--- config.mk ---
export PLATFORM = sky130hd
export DESIGN_NAME = toggle_hs_receiver
export DESIGN_NICKNAME = d
export VERILOG_FILES = /design/src/rtl/toggle_hs_pkg.sv /design/src/rtl/bit_sync.sv /design/src/rtl/toggle_hs_receiver.sv
export SDC_FILE = /design/constraint.sdc
export NUM_CORES = 1
export LEC_CHECK = 0
export ABC_AREA = 1
export CAP_MARGIN = 20
export CORE_MARGIN = 10
export CORE_UTILIZATION = 46
export DETAILED_ROUTE_END_ITERATION = 8
export PLACE_DENSITY = 0.81
export SETUP_SLACK_MARGIN = 0.5
export SKIP_CTS_REPAIR_TIMING = 1
export SLEW_MARGIN = 20
export SYNTH_ARGS = -nofsm -noshare
export SYNTH_HDL_FRONTEND = slang
export SYNTH_SLANG_ARGS = --single-unit
--- constraint.sdc ---
create_clock -name clk -period 2.35 [get_ports clk]
set_clock_uncertainty 0.05 [all_clocks]
set_input_delay 0.47 -clock clk [delete_from_list [all_inputs] [get_ports clk]]
set_output_delay 0.47 -clock clk [all_outputs]
set_load 0.1 [all_outputs]
--- src/rtl/toggle_hs_pkg.sv ---
// Shared definitions for the toggle-handshake link (sender and receiver).
//   state_t          : receiver FSM states
//   DEF_DATA_W       : default word width
//   DEF_SYNC_STAGES  : default synchroniser depth for the toggle lines
//   DEF_CNT_W        : default received-word counter width
package toggle_hs_pkg;

  typedef enum logic {
    IDLE = 1'b0,
    HOLD = 1'b1
  } state_t;

  localparam int DEF_DATA_W      = 8;
  localparam int DEF_SYNC_STAGES = 2;
  localparam int DEF_CNT_W       = 8;

endpackage

--- src/rtl/bit_sync.sv ---
// Single-bit multi-flop synchroniser with asynchronous active-high reset to 0.
// Shared between the receiver (req_tgl) and the sender (ack_tgl).
//   clk    in  destination clock
//   reset  in  asynchronous, active-high reset
//   d      in  asynchronous input bit
//   q      out synchronised bit (last stage)
module bit_sync #(
  parameter int SYNC_STAGES = 2   // legal range 2..4
) (
  input  logic clk,
  input  logic reset,
  input  logic d,
  output logic q
);

  logic [SYNC_STAGES-1:0] sync_q;

  // sync_q[0] is the metastability-catching flop; the word shifts toward the MSB.
  always_ff @(posedge clk or posedge reset) begin
    if (reset) begin
      sync_q <= '0;
    end else begin
      sync_q <= {sync_q[SYNC_STAGES-2:0], d};
    end
  end

  assign q = sync_q[SYNC_STAGES-1];

endmodule

--- src/rtl/toggle_hs_receiver.sv ---
// Receive end of the toggle-handshake link.
// Synchronises req_tgl, detects each flip, captures req_data and presents it
// on a valid/ready port; flips ack_tgl once the word is consumed.
//   clk, reset  clock and asynchronous active-high reset
//   req_tgl     in  request toggle from sender (asynchronous)
//   req_data    in  word from sender, stable around each req_tgl flip
//   ack_tgl     out acknowledge toggle back to sender (registered)
//   out_valid   out captured word available
//   out_data    out captured word (registered)
//   out_ready   in  downstream accepts the word
//   rx_count    out words delivered, wraps modulo 2^CNT_W
//   err         out sticky: sender toggled again before being acknowledged
//
// state | meaning
// IDLE  | no word held, waiting for a req_tgl flip
// HOLD  | word held on out_data, waiting for out_ready
module toggle_hs_receiver
  import toggle_hs_pkg::*;
#(
  parameter int DATA_W      = DEF_DATA_W,
  parameter int SYNC_STAGES = DEF_SYNC_STAGES,
  parameter int CNT_W       = DEF_CNT_W
) (
  input  logic              clk,
  input  logic              reset,
  input  logic              req_tgl,
  input  logic [DATA_W-1:0] req_data,
  output logic              ack_tgl,
  output logic              out_valid,
  output logic [DATA_W-1:0] out_data,
  input  logic              out_ready,
  output logic [CNT_W-1:0]  rx_count,
  output logic              err
);

  state_t              state_q, state_d;
  logic                req_sync;
  logic                req_prev_q;
  logic                detect;
  logic [DATA_W-1:0]   data_q, data_d;
  logic                ack_q, ack_d;
  logic [CNT_W-1:0]    cnt_q, cnt_d;
  logic                err_q, err_d;

  bit_sync #(
    .SYNC_STAGES (SYNC_STAGES)
  ) u_req_sync (
    .clk   (clk),
    .reset (reset),
    .d     (req_tgl),
    .q     (req_sync)
  );

  // One-cycle pulse per flip of the synchronised toggle.
  assign detect = req_sync ^ req_prev_q;

  always_ff @(posedge clk or posedge reset) begin
    if (reset) begin
      state_q    <= IDLE;
      req_prev_q <= 1'b0;
      data_q     <= '0;
      ack_q      <= 1'b0;
      cnt_q      <= '0;
      err_q      <= 1'b0;
    end else begin
      state_q    <= state_d;
      req_prev_q <= req_sync;
      data_q     <= data_d;
      ack_q      <= ack_d;
      cnt_q      <= cnt_d;
      err_q      <= err_d;
    end
  end

  always_comb begin
    state_d = state_q;
    data_d  = data_q;
    ack_d   = ack_q;
    cnt_d   = cnt_q;
    err_d   = err_q;
    unique case (state_q)
      IDLE: begin
        // req_data has been stable for SYNC_STAGES cycles by the time the
        // flip reaches detect, so it is captured without synchronisation.
        if (detect) begin
          data_d  = req_data;
          state_d = HOLD;
        end
      end
      HOLD: begin
        // A flip while a word is still held is a protocol violation; the new
        // word is dropped, even if the handshake completes on the same edge.
        if (detect) begin
          err_d = 1'b1;
        end
        if (out_ready) begin
          ack_d   = ~ack_q;
          cnt_d   = cnt_q + CNT_W'(1);
          state_d = IDLE;
        end
      end
      default: state_d = IDLE;
    endcase
  end

  assign out_valid = (state_q == HOLD);
  assign out_data  = data_q;
  assign ack_tgl   = ack_q;
  assign rx_count  = cnt_q;
  assign err       = err_q;

endmodule

==> reports/results.txt, run 1 <==
unrepaired setup endpoints after global routing = false
vias in the first global route = 666
GRT Residual Overflow = 0
Yosys cell types = 18
area growth from synthesis to layout = 36.7%
Layout fillers = 150
critical path type = flip-flop to output port
GP Congestion = 0.755
cell with the most instances after synthesis = nand2_1
Vias/cell = 4.49
CTS tree = yes
measured slew at the worst slew-check pin = 713 ps
Max-slew headroom = 0.524
crit path DAT = 1070 ps
Async SR Flop Fraction = 1.00
H-tree depth = 1
r2r setup slk = 1140 ps
die area = 4120 sq um
Max clock buf depth = 2
Initial Utilization = 0.503
non-filler cells, final = 152
top cells by area, synth = dfrtp_1, nand2_1, inv_1, xnor2_1, nand3_4
worst skew pair latency = 290 ps
max cap viols = 0
Tightest Hold Check Type = flip-flop to flip-flop
drt wl/cell = 12.2 um
diode count = 0
commonest cells in the netlist = nand2_1, dfrtp_1, inv_1, nand3_1, xnor2_1
root buf cell = clkbuf_4
# DRC = 0
Avg Cell Area, Syn = 9.75 sq um
Final period util = 0.675
Worst Hold Path EP = u_req_sync.sync_q[1]
first-pass GRT wire length = 3.02 mm
drt pass-1 iters = 4
clock period minus worst slack = 1590 ps
status = finished clean
gr usage total = 0.0918
DR vias = 682
post-synth top area share = 0.614
Post-DRT Antenna Nets = 0
Max stage delay on crit path = 450 ps
worst hold stages = 0
start of the worst register-to-register path = req_prev_q
Post-Syn Area = 897 sq um
Final HPWL DP = 1.52 mm
Post-synth EDFFs = 0
reg2reg end = out_data[5]
CTS buffer count = 3
Std-Cell Rows = 15
DIE HEIGHT = 64.2 um
dpl ws = 691 ps
critical-path cell list = buf_4
initial DRC count = 15
CP Launch Type = flip-flop
Slew Viols, Final = 0
num ports = 31
worst path required time = 1830 ps
Yosys reg bits = 22
CTS sink cnt = 22
R2R depth = 5
register area share after synthesis = 0.614
nets = 141
cell taking the most area after synthesis = dfrtp_1
crit path buf inv count = 1
family with the most delay on the worst path = flip-flops
Placeable Area = 1780 sq um
top_reg_cell synth = dfrtp_1
placed cell count = 148
largest net degree at the start of global routing = 21
setup slack after layout = 764 ps
routed wire length = 1.86 mm
Net Count, Synth = 105
clock-pin slew on the worst setup and hold paths = 110 ps
min-delay src = u_req_sync.sync_q[0]
CP Capture Type = output port
setup violators final = 0
fmax = 0.631 GHz
setup TNS = 0 ps
Ys Warns = 0
fraction of layout cells with a size suffix above 1 = 0.252
Die Width = 64.2 um
I/O Buffers = 30
initial antenna violation count = 0
CP max FO = 5
Hold Fails Final Rpt = 0
Slowest-stage cell, CP = dfrtp_1
Mapped Cells = 92
## worst register-to-register path, delay by kind of cell, from the launching register on
family | cells | cell delay, ps
DFF | 1 | 390
and+or+nand+nor | 4 | 590
buffers and inverters | 1 | 100
## cell families (layout without fill, tap and decap cells)
family,Yosys count,after routing,share of synthesized area
and+or+nand+nor,50,50,0.250
buffers and inverters,11,46,0.0460
DFF,22,22,0.614
muxes,1,1,0.0126
adders and majority gates,1,1,0.0139
AOI/OAI and AO/OA,2,2,0.0153
xor gates and xnor gates,5,5,0.0488
## per-stage QoR
| step | hold WS, ps | area (sq um) | utilization |
|---|---|---|---|
| 3_3_place_gp | 286 | 1190 | 0.667 |
| 3_5_place_dp | 286 | 1190 | 0.667 |
| 4_1_cts | 314 | 1230 | 0.688 |
| 2_1_floorplan | 281 | 898 | - |
| 5_1_grt | 316 | 1230 | 0.688 |
| 6_report | 312 | 1230 | 0.688 |
## placed cells by master, fill, tap and decap left out, drive strengths merged, types with 2 or more instances in the layout
master and instances:
nor2 3, clkbuf 4, dfrtp 22, xnor2 3, nand3 4, inv 11
clkdlybuf4s50 11, buf 20, xor2 2, nand2 40
## layer usage
metal,part of all wire,vias to the layer above,wire [um],global-route usage
met5,0,-,0,0
met4,0.027,0,50,0.0588
met3,0.036,4,66,0.0226
met2,0.52,14,971,0.158
met1,0.41,316,769,0.0980
li1,-,348,-,-
## state kept, by name (all words and copies together), names as in the netlist
register / count
out_data: 8
req_prev_q: 1
err: 1
out_valid: 1
ack_tgl: 1
u_req_sync.sync_q: 2
rx_count: 8
## worst max-delay path by stage
stage                startpoint           to  slack, ps  cells after the start
floorplan           rx_count[0]  rx_count[4]        550                      5
global placement      out_ready  rx_count[6]        700                      6
detailed placement    out_ready  rx_count[4]        690                      5
CTS                 rx_count[3]  rx_count[3]        760                      1
global route        rx_count[3]  rx_count[3]        700                      1
finish              rx_count[3]  rx_count[3]        760                      1
## cell type report
| class | count | area [sq um] | share of cell area |
|---|---|---|---|
| Clock buffer | 4 | 36.3 | 0.0296 |
| Sequential cell | 22 | 552 | 0.450 |
| Tap cell | 25 | 31.3 | 0.0255 |
| Inverter | 11 | 41.3 | 0.0337 |
| Multi-Input combinational cell | 59 | 305 | 0.249 |
| Timing Repair Buffer | 31 | 260 | 0.212 |
Power of run 1 is not shown: default switching activity piles up to over one toggle a cycle in this logic, so the estimate is an artifact.
==> inputs of run 2 (changes only) <==
--- a/config.mk
+++ b/config.mk
@@ -8,9 +8,9 @@
 export ABC_AREA = 1
 export CAP_MARGIN = 20
 export CORE_MARGIN = 10
-export CORE_UTILIZATION = 46
+export CORE_UTILIZATION = 43
 export DETAILED_ROUTE_END_ITERATION = 8
-export PLACE_DENSITY = 0.81
+export PLACE_DENSITY = 0.77
 export SETUP_SLACK_MARGIN = 0.5
 export SKIP_CTS_REPAIR_TIMING = 1
 export SLEW_MARGIN = 20
==> constraint.sdc (replaced) <==
create_clock -name clk -period 1.6 [get_ports clk]
set_clock_uncertainty 0.05 [all_clocks]
set_input_delay 0.32 -clock clk [delete_from_list [all_inputs] [get_ports clk]]
set_output_delay 0.32 -clock clk [all_outputs]
set_load 0.1 [all_outputs]
==> reports/results.txt, run 2 (same netlist as run 1, synthesis figures left out) <==
status = finished clean
Die Width = 65.7 um (+2.4%)
Pint = 1.75 mW
CTS buffer count = 3 (unchanged)
Placeable Area = 1980 sq um (+11%)
Max-slew headroom = 0.816 (+0.291)
measured slew at the worst slew-check pin = 276 ps (-436 ps)
routed wire length = 2.54 mm (+37%)
Slew Viols, Final = 0 (unchanged)
Worst Hold Path EP = out_valid
min-delay src = out_ready
GRT Residual Overflow = 0 (unchanged)
Post-DP Area = 1500 sq um (+26%)
Hold Slack = 278 ps (-34.1 ps)
Reg power frac = 0.270
Hold Fails Final Rpt = 0 (unchanged)
Net Switching = 1.80 mW
largest net degree at the start of global routing = 23 (+9.5%)
Std-Cell Rows = 16 (+1)
CP max FO = 5 (unchanged)
placed cell count = 150 (+1.4%)
# DRC = 0 (unchanged)
fraction of layout cells with a size suffix above 1 = 0.593 (+0.341)
Slowest-stage cell, CP = dfrtp_4
Vias/cell = 4.67 (+4.1%)
CP Launch Type = flip-flop
Max stage delay on crit path = 530 ps (+80 ps)
Layout fillers = 96 (-36%)
start of the worst register-to-register path = rx_count[1]
die area = 4310 sq um (+4.8%)
worst path required time = 1230 ps (-600 ps)
initial antenna violation count = 0 (unchanged)
non-filler cells, final = 167 (+9.9%)
H-tree depth = 1 (unchanged)
clock-pin slew on the worst setup and hold paths = 100 ps (about the same)
crit path buf inv count = 1 (unchanged)
first-pass GRT wire length = 3.54 mm (+17%)
drt wl/cell = 15.2 um (+24%)
critical path type = flip-flop to output port
VDD IR max = 1.68 mV
Max clock buf depth = 2 (unchanged)
gr usage total = 0.103 (+0.0112)
num ports = 31 (unchanged)
Final period util = 0.857
Initial Utilization = 0.453 (-0.0505)
diode count = 0 (unchanged)
drt pass-1 iters = 4 (unchanged)
GP Congestion = 0.800 (+5.9%)
setup violators final = 0 (unchanged)
Clock power frac = 0.069
area growth from synthesis to layout = 89.4%
R2R depth = 3 (-2)
commonest non-fill, non-tap cell in the layout = nand2_1
Power Density = 2090 nW/um^2
worst hold stages = 2 (+2)
combinational power share = 0.661
root buf cell = clkbuf_4
I/O Buffers = 30 (unchanged)
reg2reg end = rx_count[1]
P_leak = 0.794 nW
Sw Share = 0.507
CP Capture Type = output port
fmax = 0.729 GHz
CTS tree = yes
family with the most delay on the worst path = flip-flops
Post-DRT Antenna Nets = 0 (unchanged)
max cap viols = 0 (unchanged)
worst skew pair latency = 290 ps (about the same)
Tightest Hold Check Type = input port to flip-flop
most frequent cells in the layout = nand2_1, buf_12, nand2_2, dfrtp_2, clkdlybuf4s50_1
crit path DAT = 1000 ps (-70 ps)
critical-path cell list = buf_12
Final Instance Area = 1700 sq um (+39%)
clock period minus worst slack = 1370 ps
nets = 154 (+9.2%)
unrepaired setup endpoints after global routing = true
r2r setup slk = 320 ps (-820 ps)
vias in the first global route = 802 (+20%)
setup TNS = 0 ps (unchanged)
initial DRC count = 20 (+5)
DR vias = 780 (+14%)
DIE HEIGHT = 65.7 um (+2.4%)
Final HPWL DP = 1.66 mm (+9.0%)
CTS sink cnt = 22 (unchanged)
==> run 2: area by class of cell <==
class	count	area (sq um)	area share
Inverter	11	48.8	0.0287
Tap cell	27	33.8	0.0199
Multi-Input combinational cell	60	395	0.233
Sequential cell	22	589	0.347
Timing Repair Buffer	43	606	0.356
Clock buffer	4	26.3	0.0155
==> run 2: worst max path at each step <==
stage,slack (ps),from,to,cells past startpoint
floorplan,300,rx_count[1],rx_count[1],2
global placement,110,out_ready,rx_count[4],5
detailed placement,60,out_ready,rx_count[4],5
CTS,210,out_valid,out_valid,1
global route,200,out_valid,out_valid,1
finish,230,out_valid,out_valid,1
==> run 2: stage by stage <==
step	setup WS [ps]	util	total power, mW
4_1_cts	206	0.770	3.31
6_report	229	0.857	3.55
3_3_place_gp	108	0.757	3.02
5_1_grt	196	0.857	3.71
2_1_floorplan	295	-	2.23
3_5_place_dp	64.8	0.757	3.06
==> run 2: power by group through the flow <==
stage                     Combinational, mW  Sequential [mW]  Clock, mW
after CTS                              2.05             1.00      0.258
final                                  2.35            0.956      0.247
after floorplan                       0.261             1.97          0
after global placement                 2.02             1.00          0
after global routing                   2.45            0.979      0.278
after detailed placement               2.05             1.01          0
==> run 2: metal layers <==
metal,wire length [um],global-route usage,part of all wire
met1,825,0.102,0.33
met2,1400,0.170,0.55
met3,268,0.0695,0.11
met4,39,0.0321,0.015
met5,0,0,0
Note: power is estimated with default switching activity, not from simulation.
